## src/rtl/mem_contention_csr_responder_pkg.sv

```systemverilog
// rtl/mem_contention_csr_responder_pkg.sv - shared CSR addresses, CTRL bit positions and CSR FSM states
// Purpose: constants and types shared by the memory-contention CSR responder files.
// Ports: none (package).
package neuraedge_csr_pkg;

  localparam logic [7:0] CSR_MEMCTL_CTRL  = 8'hD0;
  localparam logic [7:0] CSR_MEMCTL_RATE  = 8'hD4;
  localparam logic [7:0] CSR_MEMCTL_LVL   = 8'hD8;
  localparam logic [7:0] CSR_MEMCTL_BMAX  = 8'hDC;
  localparam logic [7:0] CSR_MEMCTL_GRANT = 8'hE0;
  localparam logic [7:0] CSR_MEMCTL_STALL = 8'hE4;

  localparam int CTRL_EN_BIT   = 0;
  localparam int CTRL_LCLR_BIT = 1;
  localparam int CTRL_SCLR_BIT = 2;

  typedef enum logic [1:0] {
    IDLE  = 2'd0,
    RESP  = 2'd1,
    DRAIN = 2'd2
  } csr_state_e;

endpackage

```

## src/rtl/mem_contention_csr_responder_if.sv

```systemverilog
// rtl/mem_contention_csr_responder_if.sv - CSR request/response bus between initiator and responder
// Purpose: bundles the CSR handshake so the responder and its initiator share one port.
// Ports (signals): csr_valid/csr_write/csr_addr/csr_wdata driven by master,
//   csr_rdata/csr_ready driven by slave.
interface mem_contention_csr_responder_if;
  logic        csr_valid;
  logic        csr_write;
  logic [7:0]  csr_addr;
  logic [31:0] csr_wdata;
  logic [31:0] csr_rdata;
  logic        csr_ready;

  modport master (output csr_valid, csr_write, csr_addr, csr_wdata,
                  input  csr_rdata, csr_ready);
  modport slave  (input  csr_valid, csr_write, csr_addr, csr_wdata,
                  output csr_rdata, csr_ready);
endinterface

```

## src/rtl/mem_contention_csr_responder_rr_arb.sv

```systemverilog
// rtl/mem_contention_csr_responder_rr_arb.sv - round-robin one-hot arbiter for tile memory requests
// Purpose: picks the first requester at or after ptr when advance is set.
// Ports: req (in, NUM_TILES), advance (in), ptr (in), gnt (out, one-hot),
//   next_ptr (out, granted index + 1 mod NUM_TILES, else ptr).
module mem_contention_rr_arb #(
  parameter int NUM_TILES = 4,
  parameter int PW        = $clog2(NUM_TILES)
) (
  input  logic [NUM_TILES-1:0] req,
  input  logic                 advance,
  input  logic [PW-1:0]        ptr,
  output logic [NUM_TILES-1:0] gnt,
  output logic [PW-1:0]        next_ptr
);

  logic          found;
  logic [PW-1:0] idx;

  always_comb begin
    gnt      = '0;
    next_ptr = ptr;
    found    = 1'b0;
    idx      = '0;
    for (int i = 0; i < NUM_TILES; i++) begin
      // Rotate the search origin so NUM_TILES need not be a power of two.
      idx = PW'((int'(ptr) + i) % NUM_TILES);
      if (advance && !found && req[idx]) begin
        gnt[idx] = 1'b1;
        next_ptr = PW'((int'(idx) + 1) % NUM_TILES);
        found    = 1'b1;
      end
    end
  end

endmodule

```

## src/rtl/mem_contention_csr_responder.sv

```systemverilog
// rtl/mem_contention_csr_responder.sv - CSR responder fronting a token-bucket DRAM contention regulator
// Purpose: round-robin tile grants gated by a refilled token bucket, with CSR access to
//   enable, rate, bucket size, live token level and grant/stall statistics.
// Ports: clk, rst_n (async active-low); csr (slave CSR bus); tile_req (in, NUM_TILES);
//   tile_gnt (out, one-hot); mem_ready (in).
module mem_contention_csr_responder
  import neuraedge_csr_pkg::*;
#(
  parameter int          NUM_TILES       = 4,
  parameter logic [15:0] RST_RATE_TOKENS = 16'd1,
  parameter logic [15:0] RST_RATE_PERIOD = 16'd1,
  parameter logic [15:0] RST_BUCKET_MAX  = 16'd64
) (
  input  logic                           clk,
  input  logic                           rst_n,
  mem_contention_csr_responder_if.slave  csr,
  input  logic [NUM_TILES-1:0]           tile_req,
  output logic [NUM_TILES-1:0]           tile_gnt,
  input  logic                           mem_ready
);

  localparam int PW = $clog2(NUM_TILES);

  csr_state_e  state, state_nxt;
  logic [7:0]  s_addr;
  logic        s_write;
  logic [31:0] s_wdata;
  logic [31:0] rdata_q, rd_mux;

  logic        ctrl_en;
  logic [15:0] rate_tokens, rate_period, bucket_max, level, pcnt;
  logic [31:0] gcnt, scnt;
  logic [PW-1:0] rr_ptr, next_ptr;

  logic        commit, wr_ctrl, wr_rate, wr_bmax;
  logic        any_req, advance, consume, stall, wrap;
  logic [15:0] pmax, refill, lvl_nxt;
  logic signed [17:0] lvl_sum;

  // CSR FSM: DRAIN waits for the initiator to drop the request it was just answered for.
  always_comb begin
    state_nxt = state;
    case (state)
      IDLE:    if (csr.csr_valid) state_nxt = RESP;
      RESP:    state_nxt = DRAIN;
      DRAIN:   if (!csr.csr_valid) state_nxt = IDLE;
      default: state_nxt = IDLE;
    endcase
  end

  always_comb begin
    rd_mux = '0;
    case (csr.csr_addr)
      CSR_MEMCTL_CTRL:  rd_mux = {31'd0, ctrl_en};
      CSR_MEMCTL_RATE:  rd_mux = {rate_period, rate_tokens};
      CSR_MEMCTL_LVL:   rd_mux = {16'd0, level};
      CSR_MEMCTL_BMAX:  rd_mux = {16'd0, bucket_max};
      CSR_MEMCTL_GRANT: rd_mux = gcnt;
      CSR_MEMCTL_STALL: rd_mux = scnt;
      default:          rd_mux = '0;
    endcase
  end

  assign csr.csr_ready = (state == RESP);
  assign csr.csr_rdata = rdata_q;
  assign commit  = (state == RESP) && s_write;
  assign wr_ctrl = commit && (s_addr == CSR_MEMCTL_CTRL);
  assign wr_rate = commit && (s_addr == CSR_MEMCTL_RATE);
  assign wr_bmax = commit && (s_addr == CSR_MEMCTL_BMAX);

  // Refill fires on the last count of the period; a zero period behaves as one.
  assign pmax   = (rate_period == 16'd0) ? 16'd1 : rate_period;
  assign wrap   = (pcnt >= pmax - 16'd1);
  assign refill = wrap ? rate_tokens : 16'd0;

  // Reset is folded in so the grant drops the instant rst_n falls.
  assign any_req = |tile_req;
  assign advance = rst_n && any_req && mem_ready && (!ctrl_en || level != 16'd0);
  assign consume = ctrl_en && advance;
  assign stall   = any_req && mem_ready && ctrl_en && (level == 16'd0);

  always_comb begin
    lvl_sum = $signed({2'b00, level}) + $signed({2'b00, refill}) - $signed({17'd0, consume});
    if (lvl_sum[17])                              lvl_nxt = '0;
    else if (lvl_sum > $signed({2'b00, bucket_max})) lvl_nxt = bucket_max;
    else                                          lvl_nxt = lvl_sum[15:0];
  end

  mem_contention_rr_arb #(.NUM_TILES(NUM_TILES), .PW(PW)) u_arb (
    .req      (tile_req),
    .advance  (advance),
    .ptr      (rr_ptr),
    .gnt      (tile_gnt),
    .next_ptr (next_ptr)
  );

  always_ff @(posedge clk or negedge rst_n) begin
    if (!rst_n) begin
      state   <= IDLE;
      s_addr  <= '0;
      s_write <= 1'b0;
      s_wdata <= '0;
      rdata_q <= '0;
    end else begin
      state <= state_nxt;
      if (state == IDLE && csr.csr_valid) begin
        s_addr  <= csr.csr_addr;
        s_write <= csr.csr_write;
        s_wdata <= csr.csr_wdata;
        rdata_q <= csr.csr_write ? 32'd0 : rd_mux;
      end else if (state == RESP) begin
        rdata_q <= '0;
      end
    end
  end

  always_ff @(posedge clk or negedge rst_n) begin
    if (!rst_n) begin
      ctrl_en     <= 1'b0;
      rate_tokens <= RST_RATE_TOKENS;
      rate_period <= RST_RATE_PERIOD;
      bucket_max  <= RST_BUCKET_MAX;
    end else begin
      if (wr_ctrl) ctrl_en <= s_wdata[CTRL_EN_BIT];
      if (wr_rate) {rate_period, rate_tokens} <= s_wdata;
      if (wr_bmax) bucket_max <= s_wdata[15:0];
    end
  end

  always_ff @(posedge clk or negedge rst_n) begin
    if (!rst_n) begin
      level  <= RST_BUCKET_MAX;
      pcnt   <= '0;
      rr_ptr <= '0;
      gcnt   <= '0;
      scnt   <= '0;
    end else begin
      pcnt   <= wrap ? 16'd0 : pcnt + 16'd1;
      rr_ptr <= next_ptr;
      level  <= (wr_ctrl && s_wdata[CTRL_LCLR_BIT]) ? 16'd0 : lvl_nxt;
      if (wr_ctrl && s_wdata[CTRL_SCLR_BIT]) begin
        gcnt <= '0;
        scnt <= '0;
      end else begin
        if (advance && gcnt != 32'hFFFF_FFFF) gcnt <= gcnt + 32'd1;
        if (stall   && scnt != 32'hFFFF_FFFF) scnt <= scnt + 32'd1;
      end
    end
  end

endmodule

```

## src/flat_wrapper.sv

```systemverilog
// flat-port wrapper written by rule: the top's interface ports become plain ports
module mem_contention_csr_responder_flat import neuraedge_csr_pkg::*;
#(
  parameter int          NUM_TILES       = 4,
  parameter logic [15:0] RST_RATE_TOKENS = 16'd1,
  parameter logic [15:0] RST_RATE_PERIOD = 16'd1,
  parameter logic [15:0] RST_BUCKET_MAX  = 16'd64
)
  (clk, rst_n, tile_req, tile_gnt, mem_ready, csr_csr_valid, csr_csr_write, csr_csr_addr, csr_csr_wdata, csr_csr_rdata, csr_csr_ready);
  mem_contention_csr_responder_if csr_i ();
  input  logic clk;
  input  logic rst_n;
  input  logic [NUM_TILES-1:0] tile_req;
  output logic [NUM_TILES-1:0] tile_gnt;
  input  logic mem_ready;
  input wire logic [$bits(csr_i.csr_valid)-1:0] csr_csr_valid;
  input wire logic [$bits(csr_i.csr_write)-1:0] csr_csr_write;
  input wire logic [$bits(csr_i.csr_addr)-1:0] csr_csr_addr;
  input wire logic [$bits(csr_i.csr_wdata)-1:0] csr_csr_wdata;
  output wire logic [$bits(csr_i.csr_rdata)-1:0] csr_csr_rdata;
  output wire logic [$bits(csr_i.csr_ready)-1:0] csr_csr_ready;
  assign csr_i.csr_valid = csr_csr_valid;
  assign csr_i.csr_write = csr_csr_write;
  assign csr_i.csr_addr = csr_csr_addr;
  assign csr_i.csr_wdata = csr_csr_wdata;
  assign csr_csr_rdata = csr_i.csr_rdata;
  assign csr_csr_ready = csr_i.csr_ready;
  mem_contention_csr_responder #(.NUM_TILES(NUM_TILES), .RST_RATE_TOKENS(RST_RATE_TOKENS), .RST_RATE_PERIOD(RST_RATE_PERIOD), .RST_BUCKET_MAX(RST_BUCKET_MAX)) u_core (.clk(clk), .rst_n(rst_n), .csr(csr_i), .tile_req(tile_req), .tile_gnt(tile_gnt), .mem_ready(mem_ready));
endmodule
```

## config.mk

```make
export PLATFORM = sky130hd
export DESIGN_NAME = mem_contention_csr_responder_flat
export DESIGN_NICKNAME = d
export VERILOG_FILES = /design/src/rtl/mem_contention_csr_responder_pkg.sv /design/src/rtl/mem_contention_csr_responder_if.sv /design/src/rtl/mem_contention_csr_responder_rr_arb.sv /design/src/rtl/mem_contention_csr_responder.sv /design/src/flat_wrapper.sv
export SDC_FILE = /design/constraint.sdc
export NUM_CORES = 1
export LEC_CHECK = 0
export CORE_MARGIN = 2
export CORE_UTILIZATION = 35
export CTS_CLUSTER_DIAMETER = 30
export DETAILED_ROUTE_END_ITERATION = 6
export GPL_TIMING_DRIVEN = 0
export HOLD_SLACK_MARGIN = 0.08
export PLACE_DENSITY = 0.63
export SYNTH_ARGS = -nofsm -noshare
export SYNTH_HDL_FRONTEND = slang
export SYNTH_SLANG_ARGS = --single-unit
```

## constraint.sdc

```tcl
create_clock -name clk -period 10.9 [get_ports clk]
set_input_delay 1.09 -clock clk [delete_from_list [all_inputs] [get_ports clk]]
set_output_delay 1.09 -clock clk [all_outputs]
set_load 0.02 [all_outputs]
```

==> flow_summary.yaml <==
sta:
  rsz0062_at_grt: "false"
  fin_ws_ps: 1870
  skew_ps: 22.3
  hold_violations: 0
  drv_slew: 0
  setup_tns_ps: 0
  fin_crit_ps: 9030
  fin_crit_sh: 0.829
  worst_slew_pin_slew_ps: 952
  fmax_mhz: 111
  slew_headroom: 0.365
  setup_viol: 0
clock_network:
  ctsLongestPathBuffers: 3
  clock_sinks: 222
  cts_buffers: 44
  tritoncts: "yes"
  hold_buffers: 0
  postCtsSetupBuffers: 0
  cts-htree-levels: 2
  cts_resized: 0
  cts_root_buffer: "clkbuf_16"
  clkTransAtPathRegs_ps: 50
  clkLatencyLatePin_ps: 550
pwr:
  fin_total_pwr_mw: 3.61
  vdd_ir_drop_max_v: 0.000139
  power_density_nw_per_um2: 227
  p_leak_nw: 7.16
setup_path:
  criticalPathCategory: "flip-flop to flip-flop"
  cp-start-kind: "flip-flop"
  worstPathArrival_ps: 9500
  cp_max_fo: 10
  timing.rr.start: "u_core.rate_period[7]"
  max_stage_delay_ps: 630
  cp.required_ps: 11360
  worst_setup_path_end_kind: "flip-flop"
  crit_slowest_cell: "or4_1"
  critPathLaunch: "u_core.rate_period[7]"
yosys:
  synth_edf_count: 0
  synth_common_cells: "218 x dfrtp_1, 133 x nor2_1, 129 x nand2_1"
  synth_area_leaders: "dfrtp_1 42%, mux2_2 7.8%, ha_1 5.6%, nor2_1 3.9%, nand2_1 3.8%"
  ys_seq_area_frac: 0.432
  synthArstFlopShare: 1.00
  yosysTopAreaCell: "dfrtp_1"
  synth_top_area_share: 0.423
  synth-warning-count: 0
  synthesis.area_sq_um: 12900
  syn_inst: 1294
  ys.flop_type: "dfrtp_1"
  synthDistinctLibCells: 83
  synth.net_count: 1402
  yosys.cell_count.top_type: "dfrtp_1"
  synth-seq-cells: 222
  avgSynthCellArea_sq_um: 9.96
global_route:
  grt_overflow: 0
  grt_pass1_vias: 10100
  grt_use_total: 0.187
  grt_pass1_wl_mm: 56.8
  grt_max_degree: 106
  antenna_found_initial: 1
floorplan:
  fp-row-count: 70
  io_pins: 86
  die_x_um: 196
  die_y_um: 196
  design.core.area_sq_um: 36400
  initial_core_util: 0.354
  dieArea_sq_um: 38400
placement:
  place_hpwl_mm: 26.8
  pre_cts_ws_ps: 1970
  place_congestion: 0.913
  place.port_buffers: 85
final_layout:
  drive_gt1_frac: 0.139
  syn2layout_area_growth_pct: 23.5
  regArea_sq_um: 5560
  fill_cells: 3522
  multi_input_area_sq_um: 6970
  fin_util: 0.437
  final_nets: 1535
run_status:
  outcome: "complete, no violations"
route:
  ant_nets: 0
  drtPass1Iterations: 7
  viasPerCell: 5.39
  drc_errors: 0
  wl_per_cell_um: 18.4
  drt_wl_total_mm: 35.5
  vias: 10400
  first_iter_violations: 921
min_path:
  hp-class: "input pin to async pin"
job:
  drv_cap: 0
stage by stage:
stage | area (sq um) | hold slack [ps] | instances
after CTS | 15900 | 416 | 1930
after global placement | 14300 | 459 | 1847
final | 15900 | 426 | 1931
after detailed placement | 14400 | 466 | 1849
after global routing | 15900 | 433 | 1930
after floorplan | 12900 | 446 | 1294
routing by layer:
metal / vias to the layer above / wire, um / GRT usage
li1: 4926 / - / -
met4: 0 / 679 / 0.0502
met2: 313 / 16300 / 0.300
met1: 5120 / 16300 / 0.260
met3: 46 / 2230 / 0.0356
met5: - / 0 / 0
state kept, by name (all words and copies together) (netlist names):
name,count
u_core.csr.csr_rdata,32
u_core.gcnt,32
u_core.s_wdata,32
u_core.scnt,32
u_core.bucket_max,16
u_core.level,16
u_core.pcnt,16
u_core.rate_period,16
u_core.rate_tokens,16
u_core.s_addr,8
u_core.rr_ptr,2
u_core.state,2
u_core.ctrl_en,1
u_core.s_write,1
path summary, 6_finish.rpt:
path / depth (start not counted) / slack (ps) / to
worst max-delay path: 37 / 1870 / u_core.level[11]
worst max register to register: 37 / 1870 / u_core.level[11]
worst min register to register: 2 / 480 / u_core.rate_period[1]
min in group clk: 2 / 480 / u_core.rate_period[1]
worst min-delay path: 1 / 430 / u_core.pcnt[10]
max in group asynchronous: 3 / 9230 / u_core.gcnt[10]
area by class of cell:
class / instances / share of cell area
Inverter: 35 / 0.00825
Buffer: 50 / 0.0144
Tap cell: 468 / 0.0368
Sequential cell: 222 / 0.349
Multi-Input combinational cell: 987 / 0.438
Clock inverter: 30 / 0.0227
Clock buffer: 51 / 0.0733
Timing Repair Buffer: 87 / 0.0572
Antenna cell: 1 / 0.000157
logic make-up (layout without fill, tap and decap cells):
| kind of cell | count (synthesis) | in the layout | synth area share |
|---|---|---|---|
| flops | 222 | 222 | 0.432 |
| simple gates | 470 | 470 | 0.179 |
| xor+xnor | 101 | 101 | 0.0692 |
| mux | 124 | 124 | 0.107 |
| other cells | 0 | 1 | 0 |
| fa+ha+maj | 59 | 59 | 0.0579 |
| buf+inv | 85 | 253 | 0.0280 |
| compound gates | 233 | 233 | 0.127 |
worst max-delay path: cells and delay by family, from the launching register on:
kind,cells,cell delay (ps)
AOI/OAI and AO/OA,13,2430
and+or+nand+nor,13,3060
xor gates and xnor gates,2,430
adders and majority gates,5,1430
DFF,1,470
muxes,2,590
buffers and inverters,2,520
power breakdown:
| group | leakage (nW) | switching, mW | total (mW) | internal, mW |
|---|---|---|---|---|
| registers | 2.96 | 0.134 | 1.10 | 0.962 |
| logic | 3.47 | 0.650 | 1.13 | 0.480 |
| clock network | 0.734 | 0.498 | 1.38 | 0.885 |
| total | 7.16 | 1.28 | 3.61 | 2.33 |
layout by cell type (no fill, tap or decap), types with 6 or more instances in the layout:
cell,n
a222oi_1,15
mux2i_1,33
nor2_1,133
clkbuf_1,42
clkbuf_16,44
mux2_2,89
inv_6,9
dfrtp_1,218
a21oi_1,64
a21o_1,30
ha_1,58
clkdlybuf4s50_1,84
and3_1,27
a22o_1,13
and4_1,18
nand2b_1,8
or3_1,9
nand3_1,44
xor2_1,53
and2_1,27
a22oi_1,8
nand2_1,129
inv_1,35
nor3_1,14
xnor2_1,47
a211oi_1,7
nor3b_1,6
o21ai_0,45
nor2b_1,9
nand4_1,17
clkinvlp_4,6
nor4_1,11
Power figures use the tool's default switching activity.
